**src/rtl/phase_controller.sv**
```systemverilog
// Five-phase instruction sequencer for the SIMPLE core: phase strobes, memory handshake, SZCV flags, branch resolution.
// Optional `SINGLE_STEP_EN adds a step input that runs one instruction from HALTED and returns there.
module phase_controller #(
  parameter int unsigned MEM_TIMEOUT = 0
) (
  input  logic        clk,
  input  logic        reset,
  input  logic        run,
  input  logic [15:0] COMMAND,
  input  logic        write,
  input  logic        PC_load,
  input  logic [3:0]  flags_in,
  input  logic        mem_ready,
`ifdef SINGLE_STEP_EN
  input  logic        step,
`endif
  output logic [4:0]  phase,
  output logic        mem_req,
  output logic        mem_we,
  output logic        ir_load,
  output logic        pc_inc,
  output logic        pc_load_en,
  output logic        reg_we,
  output logic        out_strobe,
  output logic [3:0]  flags,
  output logic        halted,
  output logic        mem_err
);

  localparam logic [2:0] S_HALT = 3'd0;
  localparam logic [2:0] S_P1   = 3'd1;
  localparam logic [2:0] S_P2   = 3'd2;
  localparam logic [2:0] S_P3   = 3'd3;
  localparam logic [2:0] S_P4   = 3'd4;
  localparam logic [2:0] S_P5   = 3'd5;

  logic [2:0]  state, state_nxt;
  logic [31:0] wait_cnt;
  logic        timeout;
  logic        step_stop;
  logic        cond_true;
  logic        unused_cmd;

  wire is_alu      = (COMMAND[15:14] == 2'b11);
  wire is_ld       = (COMMAND[15:14] == 2'b00);
  wire is_st       = (COMMAND[15:14] == 2'b01);
  wire is_hlt      = is_alu && (COMMAND[7:4] == 4'b1111);
  wire is_out      = is_alu && (COMMAND[7:4] == 4'b1110);
  wire flag_upd    = is_alu && (COMMAND[7:4] <= 4'b1011);
  wire branch_take = PC_load && ((COMMAND[15:11] == 5'b10100) ||
                                 ((COMMAND[15:11] == 5'b10111) && cond_true));

  assign unused_cmd = ^COMMAND[3:0];

  // flags layout is {S,Z,C,V}
  always_comb begin
    cond_true = 1'b0;
    case (COMMAND[10:8])
      3'b000:  cond_true = flags[2];
      3'b001:  cond_true = flags[3] ^ flags[0];
      3'b010:  cond_true = flags[2] | (flags[3] ^ flags[0]);
      3'b011:  cond_true = ~flags[2];
      default: cond_true = 1'b0;
    endcase
  end

  always_comb begin
    state_nxt  = state;
    mem_req    = 1'b0;
    mem_we     = 1'b0;
    ir_load    = 1'b0;
    pc_inc     = 1'b0;
    pc_load_en = 1'b0;
    reg_we     = 1'b0;
    out_strobe = 1'b0;
    case (state)
      S_HALT: begin
        if (!mem_err) begin
          if (run) state_nxt = S_P1;
`ifdef SINGLE_STEP_EN
          else if (step) state_nxt = S_P1;
`endif
        end
      end
      S_P1: begin
        mem_req = 1'b1;
        if (mem_ready) begin
          ir_load   = 1'b1;
          pc_inc    = 1'b1;
          state_nxt = S_P2;
        end
      end
      S_P2: state_nxt = S_P3;
      S_P3: state_nxt = S_P4;
      S_P4: begin
        if (is_ld || is_st) begin
          mem_req = 1'b1;
          mem_we  = is_st;
          if (mem_ready) state_nxt = S_P5;
        end else begin
          state_nxt = S_P5;
        end
      end
      S_P5: begin
        reg_we     = write;
        out_strobe = is_out;
        pc_load_en = branch_take;
        state_nxt  = (is_hlt || step_stop) ? S_HALT : S_P1;
      end
      default: state_nxt = S_HALT;
    endcase
    if (timeout) state_nxt = S_HALT;
  end

  // A ready arriving on the final permitted wait cycle still completes the access.
  assign timeout = (MEM_TIMEOUT != 0) && mem_req && !mem_ready &&
                   (wait_cnt == MEM_TIMEOUT - 1);

  always_ff @(posedge clk or posedge reset) begin
    if (reset) begin
      state    <= S_HALT;
      flags    <= 4'b0000;
      mem_err  <= 1'b0;
      wait_cnt <= '0;
    end else begin
      state <= state_nxt;
      if (state == S_P3 && flag_upd) flags <= flags_in;
      if (timeout) mem_err <= 1'b1;
      wait_cnt <= (mem_req && !mem_ready) ? wait_cnt + 1 : '0;
    end
  end

`ifdef SINGLE_STEP_EN
  logic step_mode;
  always_ff @(posedge clk or posedge reset) begin
    if (reset) begin
      step_mode <= 1'b0;
    end else if (state == S_HALT && !mem_err) begin
      if (run)       step_mode <= 1'b0;
      else if (step) step_mode <= 1'b1;
    end
  end
  assign step_stop = step_mode;
`else
  assign step_stop = 1'b0;
`endif

  assign phase  = {state == S_P5, state == S_P4, state == S_P3, state == S_P2, state == S_P1};
  assign halted = (state == S_HALT);

endmodule

```
**config.mk**
```make
export PLATFORM = sky130hd
export DESIGN_NAME = phase_controller
export DESIGN_NICKNAME = d
export VERILOG_FILES = /design/src/rtl/phase_controller.sv
export SDC_FILE = /design/constraint.sdc
export NUM_CORES = 1
export LEC_CHECK = 0
export ABC_CLOCK_PERIOD_IN_PS = 1600
export BUFFER_PORTS_ARGS = -buffer_cell sky130_fd_sc_hd__buf_2
export CELL_PAD_IN_SITES_DETAIL_PLACEMENT = 0
export CELL_PAD_IN_SITES_GLOBAL_PLACEMENT = 1
export CORE_UTILIZATION = 24
export CTS_CLUSTER_SIZE = 8
export DETAILED_ROUTE_END_ITERATION = 10
export GPL_TIMING_DRIVEN = 0
export PLACE_DENSITY = 0.82
export SYNTH_ARGS = -nofsm -noshare
export SYNTH_HDL_FRONTEND = slang
export SYNTH_SLANG_ARGS = --single-unit
```
**constraint.sdc**
```tcl
create_clock -name clk -period 1.6 [get_ports clk]
set_clock_uncertainty 0.1 [all_clocks]
set_input_delay 0.32 -clock clk [delete_from_list [all_inputs] [get_ports clk]]
set_output_delay 0.32 -clock clk [all_outputs]
set_load 0.02 [all_outputs]
```
==> reports/qor.csv <==
metric,value,unit
fin_cells,129,
yosysMostFrequentCell,dfrtp_1,
final_cell_area,971,um2
clkTransAtPathRegs,0.05,ns
swShare,40.8,%
pwr-share-clk,10.2,%
hold_viol,0,
row_count,16,
wl_per_cell,10.8,um
layout_min_cycle_time,1.87,ns
crit_path_start_kind,flop,
peakVddDrop,0.883,mV
place.gp.congestion,0.624,
violations,negative setup slack,
yosys_register_bits,7,
async_flop_share,100,%
synth_common_cells,"7 x dfrtp_1, 4 x mux2_2, 4 x o21ai_0, 3 x inv_1, 3 x nand2_1",
drive_gt1_share,69.6,%
leakagePower,0.000515,uW
power,1490,uW
die_h,47.4,um
hold_class,in -> reg,
drtIter0Drc,3,
clock_path_buffers,2,
ys_seq_area_share,35.4,%
crit_type,reg -> out,
cts_max_level,1,
diodes,0,
postRouteAntennaNets,0,
synth_area_leaders,"dfrtp_1 35%, mux2_2 9.1%, a211oi_4 4.1%",
dr_wl_met3,99,um
worstPathRequired,1.18,ns
syn-num-nets,77,
status,finished with violations,
rsz0062_at_grt,yes,
yosys.area.top_type_share,35.4,%
grt_pass1_vias,480,
drc,0,
core,1940,um2
syn_area_per_cell,9.69,um2
cts-root-buf,clkbuf_4,
drt_pre_antenna_iters,2,
crit_path_end_kind,output port,
die_x,47.4,um
placed_cells,116,
highest_layer,met3,
viasPerCell,4.44,
syn-instance-count,51,
num_vias,573,
wl_met2,669,um
crit_arrival,1.45,ns
area_growth,96.5,%
routed_wl,1400,um
maxCapViolCount,0,
start_util,25.5,%
cp_max_fo,3,
fin_setup_tns,-1.71,ns
hpwl,966,um
ios,44,
cts_buffers,3,
ys.flop_type,dfrtp_1,
setup_violations,11,
grt_max_degree,8,
dpl_cell_area,749,um2
met1_length,628,um
yosys.area.top_type,dfrtp_1,
p_seq_share,21.8,%
antenna_found_initial,0,
fin_ws,-0.274,ns
p_switching,607,uW
slew_violations,0,
intPower,880,uW
max_freq,0.534,GHz
pwr_density_cell,1530,nW/um2
grt_pass1_wl,1900,um
clock_sinks,7,
grtUsageTotal,12.3,%
dieArea,2240,um2
numPortBuffers,38,
layout.nets,129,
cts_tree,built,
synth.distinct_cells,30,
clk_latency,0.24,ns
synth_area,494,um2
combinationalPowerShare,68.0,%
grt_overflow_total,0,
synth-edff-count,0,
yosys_warnings,0,
dp_slack,-0.127,ns
fin_crit_sh,117,%
[flip-flops by register name (all words and copies together) (netlist names)]
register and flops:
flags 4, state 3
[cells in the final DEF (no fill, tap or decap), types with 2 or more instances in the layout]
| master | instances |
|---|---|
| and2_4 | 2 |
| buf_2 | 27 |
| buf_4 | 11 |
| buf_6 | 10 |
| clkbuf_4 | 3 |
| dfrtp_1 | 5 |
| dfrtp_2 | 2 |
| inv_1 | 3 |
| mux2_4 | 3 |
| nand2_1 | 3 |
| nor2_1 | 2 |
| o21ai_0 | 4 |
[layout make-up]
class / count / area [um2]
Buffer: 2 / 18.8
Clock buffer: 4 / 26.3
Fill cell: 199 / 971
Inverter: 4 / 17.5
Multi-Input combinational cell: 38 / 375
Sequential cell: 7 / 178
Tap cell: 27 / 33.8
Timing Repair Buffer: 47 / 322
[worst paths after layout]
kind	from	endpoint	slack [ns]	cells after the start
max in group asynchronous	reset	state[1]	0.73	3
worst min-delay path	flags_in[2]	flags[2]	0.21	2
min in group asynchronous	reset	flags[1]	0.45	3
worst max-delay path	state[1]	pc_inc	-0.27	5
worst min register to register	flags[1]	flags[1]	0.42	1
worst max register to register	state[2]	flags[0]	-0.03	4
[per-stage QoR]
step	hold WS (ns)	util, %
final	0.209	50.0
after global routing	0.202	50.0
after CTS	0.197	46.5
after detailed placement	0.158	38.6
after global placement	0.155	38.6
after floorplan	0.0234	-
[routing by layer]
metal	vias to the layer above	track usage, %
met1	259	13.9
li1	284	-
met2	30	22.2
met3	0	3.46
met4	0	3.43
met5	-	0
[critical path: stages (launching register included)]
cell	delay, ns
dfrtp_2	0.42
or3b_4	0.40
inv_4	0.06
and2_4	0.14
buf_6	0.09
buf_6	0.10
[what timing repair did]
action                                  in CTS  in global routing
pin swaps                                    5                  2
setup buffers                                7                  1
endpoints found under the setup margin      15                 16
endpoints found under the hold margin        7                  0
hold buffers                                 1                  0
gates resized for setup                     20                 15
[cell families (layout without fill, tap and decap cells)]
group | after synthesis | count (layout) | share of synthesized area, %
AOI/OAI and AO/OA | 10 | 10 | 17.5
xor gates and xnor gates | 1 | 1 | 1.77
buffers and inverters | 6 | 57 | 6.07
DFF | 7 | 7 | 35.4
muxes | 4 | 4 | 9.11
other | 1 | 1 | 0.759
and+or+nand+nor | 22 | 22 | 29.4
[power by group through the flow]
stage | sequential [uW] | combinational, uW | clock [uW]
after global routing | 337 | 1080 | 168
after detailed placement | 349 | 664 | 0
final | 324 | 1010 | 152
after CTS | 320 | 878 | 159
after global placement | 344 | 660 | 0
after floorplan | 390 | 410 | 0
Power figures use the tool's default switching activity.
